===== config.mk =====
export PLATFORM = sky130hd
export DESIGN_NAME = cnt12_ctrl_flat
export DESIGN_NICKNAME = d
export VERILOG_FILES = /design/src/rtl/cnt12_ctrl_if.sv /design/src/rtl/cnt12_ctrl.sv /design/src/flat_wrapper.sv
export SDC_FILE = /design/constraint.sdc
export NUM_CORES = 1
export LEC_CHECK = 0
export BUFFER_PORTS_ARGS = -buffer_cell sky130_fd_sc_hd__buf_4
export CAP_MARGIN = 20
export CELL_PAD_IN_SITES_DETAIL_PLACEMENT = 0
export CELL_PAD_IN_SITES_GLOBAL_PLACEMENT = 1
export CORE_ASPECT_RATIO = 1.2
export CORE_MARGIN = 4
export CORE_UTILIZATION = 38
export CTS_CLUSTER_DIAMETER = 80
export DETAILED_ROUTE_END_ITERATION = 10
export MAX_ROUTING_LAYER = met4
export PLACE_DENSITY_LB_ADDON = 0.08
export SETUP_SLACK_MARGIN = 0.05
export SYNTH_ARGS = -nofsm -noshare
export SYNTH_HDL_FRONTEND = slang
export SYNTH_SLANG_ARGS = --single-unit

===== constraint.sdc =====
create_clock -name clk -period 4.8 [get_ports clk]
set_input_delay 0.72 -clock clk [delete_from_list [all_inputs] [get_ports clk]]
set_output_delay 0.72 -clock clk [all_outputs]
set_load 0.03 [all_outputs]

===== src/rtl/cnt12_ctrl_if.sv =====
// Link between the run controller and the mod-12 counter datapath.
interface cnt12_ctrl_if;
    logic       tick;    // counter sample strobe
    logic       carry;   // counter holds its terminal value
    logic       en;      // counter enable
    logic       mode;    // 1 = up, 0 = down
    logic       load;    // load request
    logic [3:0] preset;  // value loaded on a load request

    modport master (
        input  tick,
        input  carry,
        output en,
        output mode,
        output load,
        output preset
    );

    modport slave (
        output tick,
        output carry,
        input  en,
        input  mode,
        input  load,
        input  preset
    );
endinterface


===== src/rtl/cnt12_ctrl.sv =====
// Button-driven run/pause/load controller for the mod-12 counter.
// Four debounced keys drive the FSM and the direction / one-shot toggles.
module cnt12_ctrl #(
    parameter int unsigned DEB_W   = 20,
    parameter int unsigned DEB_MAX = 999_999
) (
    input  logic               clk,
    input  logic               rst,
    cnt12_ctrl_if.master       bus,
    input  logic               key_run,
    input  logic               key_load,
    input  logic               key_dir,
    input  logic               key_shot,
    input  logic [3:0]         sw_preset,
    output logic               shot,
    output logic               done,
    output logic [1:0]         state
);

    localparam int unsigned N_KEYS   = 4;
    localparam int unsigned KEY_RUN  = 0;
    localparam int unsigned KEY_LOAD = 1;
    localparam int unsigned KEY_DIR  = 2;
    localparam int unsigned KEY_SHOT = 3;
    localparam logic [3:0]  TERM_VAL = 4'd11;

    typedef enum logic [1:0] {
        S_IDLE  = 2'b00,
        S_RUN   = 2'b01,
        S_PAUSE = 2'b10,
        S_LOAD  = 2'b11
    } state_t;

    logic [N_KEYS-1:0] key_raw;
    logic [N_KEYS-1:0] sync1;
    logic [N_KEYS-1:0] sync2;
    logic [N_KEYS-1:0] level;
    logic [N_KEYS-1:0] press;
    logic [DEB_W-1:0]  deb_cnt [N_KEYS];

    state_t     state_q;
    logic       mode_q;
    logic       load_q;
    logic [3:0] preset_q;
    logic       moved;
    logic       run_en;
    logic [3:0] preset_clamped;

    assign key_raw = {key_shot, key_dir, key_load, key_run};

    // Synchronize, debounce, and emit a one-clk press on each accepted rising level.
    always_ff @(posedge clk) begin
        if (rst) begin
            sync1 <= '0;
            sync2 <= '0;
            level <= '0;
            press <= '0;
            for (int i = 0; i < N_KEYS; i++) begin
                deb_cnt[i] <= '0;
            end
        end else begin
            sync1 <= key_raw;
            sync2 <= sync1;
            for (int i = 0; i < N_KEYS; i++) begin
                press[i] <= 1'b0;
                if (sync2[i] == level[i]) begin
                    deb_cnt[i] <= '0;
                end else if (deb_cnt[i] == DEB_W'(DEB_MAX)) begin
                    level[i]   <= sync2[i];
                    deb_cnt[i] <= '0;
                    press[i]   <= sync2[i];
                end else begin
                    deb_cnt[i] <= deb_cnt[i] + DEB_W'(1);
                end
            end
        end
    end

    // Enable drops the moment a one-shot lap lands on the terminal value,
    // so the counter never sees the wrapping tick.
    assign run_en = (state_q == S_RUN) && !(shot && moved && bus.carry);

    assign preset_clamped = (sw_preset > TERM_VAL) ? TERM_VAL : sw_preset;

    // Run/pause/load FSM plus the FSM-independent direction and one-shot toggles.
    always_ff @(posedge clk) begin
        if (rst) begin
            state_q  <= S_IDLE;
            mode_q   <= 1'b1;
            load_q   <= 1'b0;
            preset_q <= '0;
            shot     <= 1'b0;
            done     <= 1'b0;
            moved    <= 1'b0;
        end else begin
            done <= 1'b0;
            if (press[KEY_DIR]) begin
                mode_q <= ~mode_q;
            end
            if (press[KEY_SHOT]) begin
                shot <= ~shot;
            end
            if (run_en && bus.tick) begin
                moved <= 1'b1;
            end
            case (state_q)
                S_IDLE, S_PAUSE: begin
                    if (press[KEY_LOAD]) begin
                        state_q  <= S_LOAD;
                        load_q   <= 1'b1;
                        preset_q <= preset_clamped;
                    end else if (press[KEY_RUN]) begin
                        state_q <= S_RUN;
                        moved   <= 1'b0;
                    end
                end
                S_RUN: begin
                    if (press[KEY_LOAD]) begin
                        state_q  <= S_LOAD;
                        load_q   <= 1'b1;
                        preset_q <= preset_clamped;
                    end else if (press[KEY_RUN]) begin
                        state_q <= S_PAUSE;
                    end else if (shot && moved && bus.carry) begin
                        state_q <= S_IDLE;
                        done    <= 1'b1;
                    end
                end
                S_LOAD: begin
                    // Key presses are dropped here; hold load until the counter samples it.
                    if (bus.tick) begin
                        load_q  <= 1'b0;
                        state_q <= S_PAUSE;
                    end
                end
            endcase
        end
    end

    assign bus.en     = run_en;
    assign bus.mode   = mode_q;
    assign bus.load   = load_q;
    assign bus.preset = preset_q;
    assign state      = state_q;

endmodule


===== src/flat_wrapper.sv =====
// flat-port wrapper written by rule: the top's interface ports become plain ports
module cnt12_ctrl_flat 
#(
    parameter int unsigned DEB_W   = 20,
    parameter int unsigned DEB_MAX = 999_999
)
  (clk, rst, key_run, key_load, key_dir, key_shot, sw_preset, shot, done, state, bus_tick, bus_carry, bus_en, bus_mode, bus_load, bus_preset);
  cnt12_ctrl_if bus_i ();
  input  logic clk;
  input  logic rst;
  input  logic key_run;
  input  logic key_load;
  input  logic key_dir;
  input  logic key_shot;
  input  logic [3:0] sw_preset;
  output logic shot;
  output logic done;
  output logic [1:0] state;
  input wire logic [$bits(bus_i.tick)-1:0] bus_tick;
  input wire logic [$bits(bus_i.carry)-1:0] bus_carry;
  output wire logic [$bits(bus_i.en)-1:0] bus_en;
  output wire logic [$bits(bus_i.mode)-1:0] bus_mode;
  output wire logic [$bits(bus_i.load)-1:0] bus_load;
  output wire logic [$bits(bus_i.preset)-1:0] bus_preset;
  assign bus_i.tick = bus_tick;
  assign bus_i.carry = bus_carry;
  assign bus_en = bus_i.en;
  assign bus_mode = bus_i.mode;
  assign bus_load = bus_i.load;
  assign bus_preset = bus_i.preset;
  cnt12_ctrl #(.DEB_W(DEB_W), .DEB_MAX(DEB_MAX)) u_core (.clk(clk), .rst(rst), .bus(bus_i), .key_run(key_run), .key_load(key_load), .key_dir(key_dir), .key_shot(key_shot), .sw_preset(sw_preset), .shot(shot), .done(done), .state(state));
endmodule

Word level (Yosys, flattened, before mapping)

Memory sizes are Yosys's and may differ from the RTL's.
Cells that the tools add are included.

Memories kept: 1
Register bits: 27
Logic and storage cells: 155
RAM bits: 80

Memory list:

| memory         | words | bits a word | read ports | clocked after Yosys merged registers in | wr ports | RTL line         | text |
|---|---|---|---|---|---|---|---|
| u_core.deb_cnt | 4     | 20          | 4          | 0                                       | 4        | cnt12_ctrl.sv:39 | `logic [DEB_W-1:0] deb_cnt [N_KEYS];` |

Reductions and logical operators: 20
Bitwise logic cells: 23
Equality and inequality tests: 15
Order comparisons: 1
$add $sub $neg: 4
Muxes and demuxes: 74

Operators with widths:

| kind                    | number |
|---|---|
| $mux W20                | 12 |
| $add A20 B1 Y20 const B | 4 |
| $eq A20 B20 Y1 const B  | 4 |
| $mux W1                 | 53 |
| $reduce_or A3 Y1        | 5 |
| $mux W2                 | 6 |
| $or A1 B1 Y1            | 12 |
| $reduce_and A2 Y1       | 6 |
| $not A1 Y1              | 11 |
| $pmux W2 S3             | 1 |
| $eq A1 B1 Y1            | 4 |
| $eq A2 B2 Y1 const B    | 2 |
| $gt A4 B4 Y1 const B    | 1 |
| $logic_and A1 B1 Y1     | 4 |
| $mux W4                 | 1 |
| $ne A4 B2 Y1 const B    | 1 |
| $reduce_or A4 Y1        | 1 |
| $ne A3 B1 Y1 const B    | 1 |
| $reduce_and A3 Y1       | 1 |
| $eq A2 B1 Y1 const B    | 1 |
| $logic_not A2 Y1        | 1 |
| $ne A2 B1 Y1 const B    | 1 |
| $ne A2 B2 Y1 const B    | 1 |
| $pmux W1 S2             | 1 |
| other kinds (2)         | 2 |

Depth between registers and ports, before layout

Gate-level depths: netlist of the first run.

Word-level depth: 9
Gate-level depth with buffers: 6

Worst setup path before layout of the first run

OpenSTA, ideal clock, no wires.

Path type: reg2reg
Start: memory u_core.deb_cnt[1][12] (netlist: u_core.deb_cnt[0][32])
End: memory u_core.deb_cnt[1][7] (netlist: u_core.deb_cnt[0][27]) (data pin)
Stages on the path, launching flop included: 6
Slack: 2.686 ns
Data required time: 4.543 ns
Arrival: 1.858 ns
Path buffers: 1
Path through: edfxtp_1 or4b_2 nand4b_1 o21ai_2 buf_2 nor2_1

RTL lines:

| element     | RTL line |
|---|---|
| from (decl) | cnt12_ctrl.sv:39 |

==> metrics, run 1 <==
ys async rst share=0%; final core utilization=45.8%; Synth area leader=edfxtp_1; drt initial violations=168; Gate power share=4.0%; wire per inst=13.1 um; Leakage=2.15 nW; worst r2r dst=u_core.deb_cnt[0][74]; DR vias=3,964; first-pass GRT wire length=18,000 um; Final Hold Viols=0; clk_skew=6.80 ps; Hold Path Sink=u_core.sync2[1]; Avg Inst Size Synth=10.4 um2; Most used DFF post-synth=edfxtp_1; Die H=139 um; layout cells sized above 1=7.83%; Worst-Skew Late Latency=350 ps; Req. time, crit path=4880 ps; CTS Buf Count=9; DP HPWL=7460 um; Worst R2R Path Depth=4; Psw=0.422 mW; Power Dens Cells=304 nW/um2; Worst setup SP type=flip-flop; largest net degree at the start of global routing=33; CTS tree=done; Total GRT Usage=14.2%; Area growth syn-to-layout=17.4%; remaining global-route overflow=0; Tightest Pin Transition=829 ps; total clock sinks=107; Peak Freq=382 MHz; count of cell types in the netlist=49; crit-path cells=or4b_1 > nor4_1 > a211o_1 > nor2_1; reg-to-reg slack, setup=2180 ps; Core ar.=13,900 um2; nets=637; MaxCap Viol Count=0; Post-Synthesis Cells=520; cts hold-fix bufs=0; Hold Startpoint=u_core.sync1[1]; Setup TNS=0 ps; placer congestion estimate=0.783; root buf cell=clkbuf_16; Worst VDD drop=173 uV; vias in the first global route=3,856; DIE WIDTH=117 um; Seq cells post-synth=107; I/O pin cnt=23; FILL cells=1,321; Crit. End Element=flip-flop; critical path's largest stage delay=650 ps; IO Port Bufs=22; sequential-to-total area share from yosys stat=54.4%; Slew Limit Fails=0; Clock Tree Buf Depth=2; worst path arrival time=2700 ps; Starting Density=39.0%; Setup Buffers After CTS=0; # diodes=0; Sw Ratio=21.8%; status=completed; hold path cells=1; initial antenna violation count=0; H-tree depth=3; crit path time final=2620 ps; critical setup path kind=reg2reg; die area=16,200 um2; RSZ-0062 raised after global routing=no; Synth Warn #=0; PostCTS Resize Cnt=0; mapped cell area=5410 um2; Setup violations, final=0; Seq pwr share=54.8%; critical path peak fanout=20; Worst path slowest cell=a211o_1; Routed WL=10,400 um; Pre-Repair DR Iteration Count=4; dominant cells by area after synthesis=edfxtp_1 44%, dfxtp_1 10%, xnor2_1 6.8%; Rows=47; number of synthesized flops with an enable pin=80; Worst slew margin=44.6%; Clk network pwr share=41.2%; Pint=1.51 mW; period utilisation layout=54.6%; Post-route DRC=0; HP Class=reg2reg; Worst-path clk slew=70 ps; reg2reg start=u_core.deb_cnt[0][70]; DRT antenna net count=0; average via count per standard cell=4.97; share of the synthesized area in the top cell type=44.4%
==> per-stage QoR <==
step	hold slack (ps)	setup slack [ps]	instance area (um2)	power, mW	std cells
2_1_floorplan	414	2690	5710	1.13	599
3_3_place_gp	427	2280	6040	1.16	781
3_5_place_dp	427	2180	6040	1.16	781
4_1_cts	444	2140	6350	1.96	797
5_1_grt	464	1890	6350	2.01	797
6_report	444	2180	6350	1.93	797
==> cell type report <==
| type | count | area [um2] | area share [%] |
|---|---|---|---|
| Clock buffer | 10 | 229 | 3.60 |
| Timing Repair Buffer | 23 | 173 | 2.72 |
| Sequential cell | 107 | 2940 | 46.3 |
| Tap cell | 171 | 214 | 3.37 |
| Inverter | 17 | 63.8 | 1.00 |
| Multi-Input combinational cell | 463 | 2650 | 41.7 |
| Clock inverter | 6 | 80.1 | 1.26 |
==> cell usage after synthesis, drive strengths merged, types with 17 or more instances <==
cell type  instances
dfxtp             27
inv               17
nor2              73
nand4             18
edfxtp            80
nand2             26
nand3             29
or3               18
a21oi             29
xnor2             42
xor2              17
nor4              17
==> placed cells by master, fill, tap and decap left out, types with 2 or more instances in the layout <==
cell type and instances:
a211oi_1 4, a21oi_1 29, a31oi_1 2, and3_1 8, and4_1 6, buf_4 23
bufinv_16 2, clkbuf_16 9, clkinv_2 4, conb_1 80, dfxtp_1 27, edfxtp_1 80
ha_1 4, inv_1 17, nand2_1 26, nand2b_1 5, nand3_1 29, nand4_1 16
nand4b_1 4, nor2_1 73, nor2b_1 9, nor3_1 15, nor3b_1 3, nor4_1 17
nor4b_1 3, nor4bb_1 2, o21ai_0 13, o31ai_1 8, or3_1 16, or3_2 2
or4_1 12, xnor2_1 42, xor2_1 17
==> routing by layer <==
metal,global-route usage [%],wire (um)
met5,-,0
met4,5.07,183
met3,2.88,260
met2,22.0,5030
met1,18.2,4940
==> worst max-delay path by stage <==
stage                            endpoint  depth (start not counted)                  start
floorplan           u_core.deb_cnt[0][27]                          5  u_core.deb_cnt[0][32]
global placement    u_core.deb_cnt[0][68]                          4  u_core.deb_cnt[0][70]
detailed placement  u_core.deb_cnt[0][67]                          4  u_core.deb_cnt[0][70]
CTS                 u_core.deb_cnt[0][67]                          4  u_core.deb_cnt[0][70]
global route        u_core.deb_cnt[0][69]                          4  u_core.deb_cnt[0][70]
finish              u_core.deb_cnt[0][74]                          4  u_core.deb_cnt[0][70]
==> power by group through the flow <==
stage / sequential (mW) / clock, mW / combinational, mW
6_report: 1.06 / 0.797 / 0.0765
5_1_grt: 1.07 / 0.857 / 0.0900
4_1_cts: 1.06 / 0.823 / 0.0762
3_5_place_dp: 1.08 / 0 / 0.0754
3_3_place_gp: 1.08 / 0 / 0.0754
2_1_floorplan: 1.07 / 0 / 0.0579
==> worst max-delay path: cells and delay by family, from the launching register on <==
| kind | cells | cell delay [ps] |
|---|---|---|
| compound gates | 1 | 650 |
| flops | 1 | 450 |
| simple gates | 3 | 1250 |
==> flip-flops by register name, summed over array words and instances (netlist names) <==
| signal | flops |
|---|---|
| u_core.bus.preset | 4 |
| u_core.bus.mode | 1 |
| u_core.press | 4 |
| u_core.deb_cnt | 80 |
| u_core.sync1 | 4 |
| u_core.sync2 | 4 |
| u_core.level | 4 |
| u_core.state | 2 |
| u_core.done | 1 |
| u_core.shot | 1 |
| u_core.bus.load | 1 |
| u_core.moved | 1 |
==> cell families after synthesis <==
| kind of cell | after synthesis | share of synthesized area (%) |
|---|---|---|
| buf+inv | 29 | 2.10 |
| mux | 1 | 0.185 |
| compound gates | 64 | 7.05 |
| xor+xnor | 59 | 9.55 |
| simple gates | 255 | 25.7 |
| fa+ha+maj | 4 | 0.925 |
| flops | 107 | 54.4 |
| other cells | 1 | 0.0693 |
(Power assumes the default switching activity.)
==> run 2: changes to the inputs <==
--- a/config.mk
+++ b/config.mk
@@ -5,6 +5,7 @@
 export SDC_FILE = /design/constraint.sdc
 export NUM_CORES = 1
 export LEC_CHECK = 0
+export ABC_AREA = 1
 export BUFFER_PORTS_ARGS = -buffer_cell sky130_fd_sc_hd__buf_4
 export CAP_MARGIN = 20
 export CELL_PAD_IN_SITES_DETAIL_PLACEMENT = 0
==> constraint.sdc (replaced) <==
create_clock -name clk -period 2.2 [get_ports clk]
set_input_delay 0.33 -clock clk [delete_from_list [all_inputs] [get_ports clk]]
set_output_delay 0.33 -clock clk [all_outputs]
set_load 0.03 [all_outputs]
==> metrics, run 2 <==
critical path peak fanout=20 (unchanged); most frequent cells in the layout=187 x nor2_1, 186 x nand2_1, 84 x inv_1 (was 80 x edfxtp_1, 80 x conb_1, 73 x nor2_1); Worst setup SP type=flip-flop (unchanged); crit path time final=1900 ps (was 2620 ps); PostCTS Resize Cnt=0 (unchanged); cts hold-fix bufs=0 (unchanged); final std cells w/o fill=1,102 (was 797); Avg Inst Size Synth=7.72 um2 (was 10.4 um2); HP Class=in2reg (was reg2reg); clk_skew=5.31 ps (was 6.80 ps); H-tree depth=3 (unchanged); Slew Limit Fails=0 (unchanged); share of the synthesized area in the top cell type=39.8% (was 44.4%); Die H=146 um (was 139 um); Setup Buffers After CTS=0 (unchanged); hold path cells=3 (was 1); critical setup path kind=reg2reg (unchanged); crit-path cells=ha_1 > nand3_1 > nor3_2 > nand3_1 > nand2_1 > buf_4 > nor2_1 (was or4b_1 > nor4_1 > a211o_1 > nor2_1); DP HPWL=9560 um (was 7460 um); Seq cells post-synth=107 (unchanged); ys async rst share=0% (unchanged); sequential-to-total area share from yosys stat=48.8% (was 54.4%); Worst VDD drop=351 uV (was 173 uV); commonest non-fill, non-tap cell in the layout=nor2_1; Synth Warn #=0 (unchanged); Rows=50 (was 47); status=completed (unchanged); Most used DFF post-synth=edfxtp_1 (unchanged); Post-Synthesis Cells=782 (was 520); CTS Buf Count=9 (unchanged); IO Port Bufs=22 (unchanged); Final Hold Viols=0 (unchanged); die area=18,000 um2 (was 16,200 um2); dominant cells by area after synthesis=edfxtp_1 40%, nor2_1 12%, nand2_1 12% (was edfxtp_1 44%, dfxtp_1 10%, xnor2_1 6.8%); count of cell types in the netlist=35 (was 49); layout cells sized above 1=7.72% (was 7.83%); Power Dens Cells=588 nW/um2 (was 304 nW/um2); Crit. Startpoint=u_core.deb_cnt[0][0] (was u_core.deb_cnt[0][70]); Setup TNS=0 ps (unchanged); period utilisation layout=86.3% (was 54.6%); Worst path slowest cell=edfxtp_1 (was a211o_1); final core utilization=45.0% (was 45.8%); Synth top cells by count=187 x nor2_1, 186 x nand2_1, 84 x inv_1, 80 x edfxtp_1, 57 x nand3_1 (was 80 x edfxtp_1, 73 x nor2_1, 42 x xnor2_1, 29 x a21oi_1, 29 x nand3_1); number of flip-flops under the largest register name=80 (unchanged); DP Cell Count=1,086 (was 781); Worst-path clk slew=70 ps (about the same); mapped cell area=6040 um2 (was 5410 um2); Worst R2R Path Depth=7 (was 4); Leakage=2.73 nW (was 2.15 nW); Routed WL=12,300 um (was 10,400 um); Synth area leader=edfxtp_1 (unchanged); # diodes=0 (unchanged); Total GRT Usage=14.9% (was 14.2%); number of synthesized flops with an enable pin=80 (unchanged); most numerous cell in the Yosys netlist=nor2_1 (was edfxtp_1); total clock sinks=107 (unchanged); DIE WIDTH=123 um (was 117 um); Peak Freq=527 MHz (was 382 MHz); remaining global-route overflow=0 (unchanged); first-pass GRT wire length=21,100 um (was 18,000 um); Clock Tree Buf Depth=2 (unchanged); RSZ-0062 raised after global routing=no (unchanged); MaxCap Viol Count=0 (unchanged); CTS tree=done (unchanged); WP buf/inv=1 (was 0); Req. time, crit path=2300 ps (was 4880 ps); Hold Startpoint=key_shot (was u_core.sync1[1]); critical path's largest stage delay=420 ps (was 650 ps); Starting Density=38.7% (was 39.0%); Most Frequent Cell on Critical Path=nand3_1; largest reg by FF count=u_core.deb_cnt (unchanged); placer congestion estimate=0.832 (was 0.783); largest net degree at the start of global routing=22 (was 33); Crit. End Element=flip-flop (unchanged); worst path arrival time=2000 ps (was 2700 ps); initial antenna violation count=0 (unchanged); reg-to-reg slack, setup=300 ps (was 2180 ps); CP Depth=7 (was 4); Worst-Skew Late Latency=340 ps (was 350 ps); Pre-Repair DR Iteration Count=5 (was 4); drt initial violations=301 (was 168); total power=4.12 mW (was 1.93 mW); root buf cell=clkbuf_16 (unchanged); vias in the first global route=4,567 (was 3,856); wire per inst=11.2 um (was 13.1 um); Setup violations, final=0 (unchanged); DR vias=4,953 (was 3,964); Core ar.=15,600 um2 (was 13,900 um2); Post-route DRC=0 (unchanged); reg2reg start=u_core.deb_cnt[0][0] (was u_core.deb_cnt[0][70]); Area growth syn-to-layout=16.1% (was 17.4%); I/O pin cnt=23 (unchanged); DRT antenna net count=0 (unchanged); critical path's top delay family=simple AND/OR/NAND/NOR gates (unchanged); average via count per standard cell=4.49 (was 4.97); nets=905 (was 637)
## run 2: cell types whose count changed after synthesis, sizes merged, moves of 18 or more
cell,previous run,this run
inv,17,86
nand2,26,189
nand3,29,60
nor2,73,197
or3,18,0
xnor2,42,16
## run 2: report_power, final
part           total, mW  leakage [nW]  internal, mW  switching (mW)
clock               1.60         0.146         0.864           0.737
combinational      0.207          1.53        0.0723           0.135
sequential          2.31          1.04          2.24          0.0751
## run 2: cell families after synthesis
group,after synthesis,synth area share (%)
other,1,0.0621
adders and majority gates,4,0.829
and+or+nand+nor,485,34.0
buffers and inverters,95,6.55
AOI/OAI and AO/OA,55,4.75
xor gates and xnor gates,35,5.08
DFF,107,48.8
## run 2: metal layers
metal | GRT usage [%] | wire length [um] | vias up
met3 | 2.09 | 283 | 14
met4 | 5.26 | 195 | 0
met2 | 23.3 | 5880 | 61
li1 | - | - | 2652
met5 | - | 0 | -
met1 | 19.7 | 5980 | 2226
## run 2: layout make-up
class                      count  area, um2
fill                        1634       8570
multi-input combinational    659       2990
sequential                   107       2940
inverter                      86        323
clock buffer                  13        270
tap                          208        260
timing repair buffer          26        195
clock inverter                 3       20.0
## run 2: worst paths after layout
check	endpoint
max	u_core.deb_cnt[0][15]
max reg2reg	u_core.deb_cnt[0][15]
min	u_core.sync1[3]
min reg2reg	u_core.sync2[2]
## run 2: per-stage QoR
stage          instance area (um2)  setup slack (ps)  hold slack, ps
2_1_floorplan                 6330               608             388
4_1_cts                       7010               270             173
5_1_grt                       7010              83.6             180
6_report                      7010               301             181
3_5_place_dp                  6720               281             392
3_3_place_gp                  6720               363             392
## run 2: worst min-delay path, cell delays in order
cell and delay (ps):
buf_4 70, inv_1 30, nor2_1 60
==> run 3: changes to the inputs <==
--- a/config.mk
+++ b/config.mk
@@ -5,11 +5,8 @@
 export SDC_FILE = /design/constraint.sdc
 export NUM_CORES = 1
 export LEC_CHECK = 0
-export ABC_AREA = 1
 export BUFFER_PORTS_ARGS = -buffer_cell sky130_fd_sc_hd__buf_4
 export CAP_MARGIN = 20
-export CELL_PAD_IN_SITES_DETAIL_PLACEMENT = 0
-export CELL_PAD_IN_SITES_GLOBAL_PLACEMENT = 1
 export CORE_ASPECT_RATIO = 1.2
 export CORE_MARGIN = 4
 export CORE_UTILIZATION = 38
@@ -17,6 +14,7 @@
 export DETAILED_ROUTE_END_ITERATION = 10
 export MAX_ROUTING_LAYER = met4
 export PLACE_DENSITY_LB_ADDON = 0.08
+export RECOVER_POWER = 25
 export SETUP_SLACK_MARGIN = 0.05
 export SYNTH_ARGS = -nofsm -noshare
 export SYNTH_HDL_FRONTEND = slang
==> metrics, run 3 (same netlist as run 1, synthesis figures left out) <==
status=completed (unchanged); drt initial violations=212 (was 301); Worst VDD drop=283 uV (was 351 uV); HP Class=in2reg (unchanged); cts hold-fix bufs=0 (unchanged); final core utilization=47.3% (was 45.0%); most frequent cells in the layout=80 x edfxtp_1, 80 x conb_1, 73 x nor2_1 (was 187 x nor2_1, 186 x nand2_1, 84 x inv_1); Routed WL=10,300 um (was 12,300 um); Total GRT Usage=13.9% (was 14.9%); DP HPWL=7620 um (was 9560 um); Power Dens Cells=657 nW/um2 (was 588 nW/um2); DR vias=4,056 (was 4,953); Crit. End Element=flip-flop (unchanged); number of flip-flops under the largest register name=80 (unchanged); average via count per standard cell=4.93 (was 4.49); Core ar.=13,900 um2 (was 15,600 um2); Area growth syn-to-layout=21.2% (was 16.1%); CTS Buf Count=9 (unchanged); Setup TNS=0 ps (unchanged); critical setup path kind=reg2reg (unchanged); DIE WIDTH=117 um (was 123 um); period utilisation layout=94.3% (was 86.3%); CTS tree=done (unchanged); Peak Freq=482 MHz (was 527 MHz); H-tree depth=3 (unchanged); root buf cell=clkbuf_16 (unchanged); Slew Limit Fails=0 (unchanged); worst r2r dst=u_core.deb_cnt[0][62] (was u_core.deb_cnt[0][15]); layout cells sized above 1=9.97% (was 7.72%); Worst R2R Path Depth=6 (was 7); Worst-Skew Late Latency=340 ps (about the same); Final Hold Viols=0 (unchanged); first-pass GRT wire length=17,900 um (was 21,100 um); Worst setup SP type=flip-flop (unchanged); crit path time final=2080 ps (was 1900 ps); DP Worst Slack=97.1 ps (was 281 ps); Worst-path clk slew=70 ps (about the same); Die H=139 um (was 146 um); reg-to-reg slack, setup=120 ps (was 300 ps); placed inst area=6240 um2 (was 6720 um2); Req. time, crit path=2300 ps (about the same); hold path cells=2 (was 3); clk_skew=6.18 ps (was 5.31 ps); nets=663 (was 905); # diodes=0 (unchanged); Post-route DRC=0 (unchanged); Clock Tree Buf Depth=2 (unchanged); Leakage=2.24 nW (was 2.73 nW); Setup violations, final=0 (unchanged); Worst slew margin=46.8%; Hold Startpoint=key_dir (was key_shot); setup slack after layout=124 ps (was 301 ps); Pre-Repair DR Iteration Count=4 (was 5); largest reg by FF count=u_core.deb_cnt (unchanged); wire per inst=12.5 um (was 11.2 um); critical path peak fanout=20 (unchanged); vias in the first global route=3,970 (was 4,567); reg2reg start=u_core.deb_cnt[0][70] (was u_core.deb_cnt[0][0]); placer congestion estimate=0.811 (was 0.832); Hold Path Sink=u_core.sync1[2] (was u_core.sync1[3]); worst path arrival time=2170 ps (was 2000 ps); MaxCap Viol Count=0 (unchanged); I/O pin cnt=23 (unchanged); die area=16,200 um2 (was 18,000 um2); Starting Density=39.0% (was 38.7%); Rows=47 (was 50); initial antenna violation count=0 (unchanged); IO Port Bufs=22 (unchanged); hold slack=197 ps (was 181 ps); FILL cells=1,340 (was 1,634); final instance area=6560 um2 (was 7010 um2); remaining global-route overflow=0 (unchanged); Tightest Pin Transition=797 ps; largest net degree at the start of global routing=21 (was 22); DRT antenna net count=0 (unchanged); RSZ-0062 raised after global routing=no (unchanged); total clock sinks=107 (unchanged)
-- run 3: cell types whose count changed in the layout (fill, tap and decap cells not counted), moves of 15 or more --
| cell | previous run | this run |
|---|---|---|
| or3_1 | 0 | 16 |
| inv_1 | 84 | 17 |
| xnor2_1 | 16 | 42 |
| nor2_1 | 187 | 73 |
| nor4_1 | 1 | 16 |
| nand2_1 | 186 | 26 |
| nand3_1 | 57 | 29 |
-- run 3: where the power goes --
group | internal, mW | total (mW) | switching (mW)
clock network | 1.10 | 1.81 | 0.718
logic | 0.0849 | 0.190 | 0.105
registers | 2.24 | 2.31 | 0.0711
-- run 3: how the worst max path moves through the flow --
stage	to	depth (start not counted)	slack [ps]	from
finish	u_core.deb_cnt[0][62]	6	120	u_core.deb_cnt[0][70]
global route	u_core.deb_cnt[0][32]	6	50	rst
CTS	u_core.deb_cnt[0][62]	6	80	u_core.deb_cnt[0][70]
detailed placement	u_core.deb_cnt[0][78]	6	100	u_core.deb_cnt[0][70]
global placement	u_core.deb_cnt[0][78]	6	100	u_core.deb_cnt[0][70]
floorplan	u_core.deb_cnt[0][27]	5	90	u_core.deb_cnt[0][32]
-- run 3: cell type report --
cell class / instances / area, um2 / area share [%]
inverter: 17 / 63.8 / 0.973
clock buffer: 12 / 268 / 4.08
multi-input combinational: 463 / 2660 / 40.6
clock inverter: 4 / 70.1 / 1.07
tap: 171 / 214 / 3.26
sequential: 107 / 2940 / 44.9
timing repair buffer: 49 / 339 / 5.17
-- run 3: per-stage QoR --
stage	power, mW	cells
5_1_grt	4.49	823
4_1_cts	4.38	822
3_5_place_dp	2.54	806
3_3_place_gp	2.54	806
2_1_floorplan	2.46	599
6_report	4.31	823
-- run 3: critical path, stage by stage, from the launching register on --
cell,delay [ps]
edfxtp_1,390
or4b_1,570
nor4_2,320
buf_4,170
a211o_1,160
buf_12,160
nor2_1,60
-- run 3: metal layers --
metal	up-vias	global-route usage, %	wire (um)
li1	2096	-	-
met2	40	22.3	5000
met3	16	2.01	205
met1	1904	17.5	4910
met4	0	5.80	215
met5	-	-	0
-- run 3: timing repair --
| action | 4_1_cts | 5_1_grt |
|---|---|---|
| gates resized for setup | 0 | 3 |
| endpoints found under the hold margin | 0 | 0 |
| endpoints found under the setup margin | 0 | 23 |
| setup buffers | 0 | 1 |
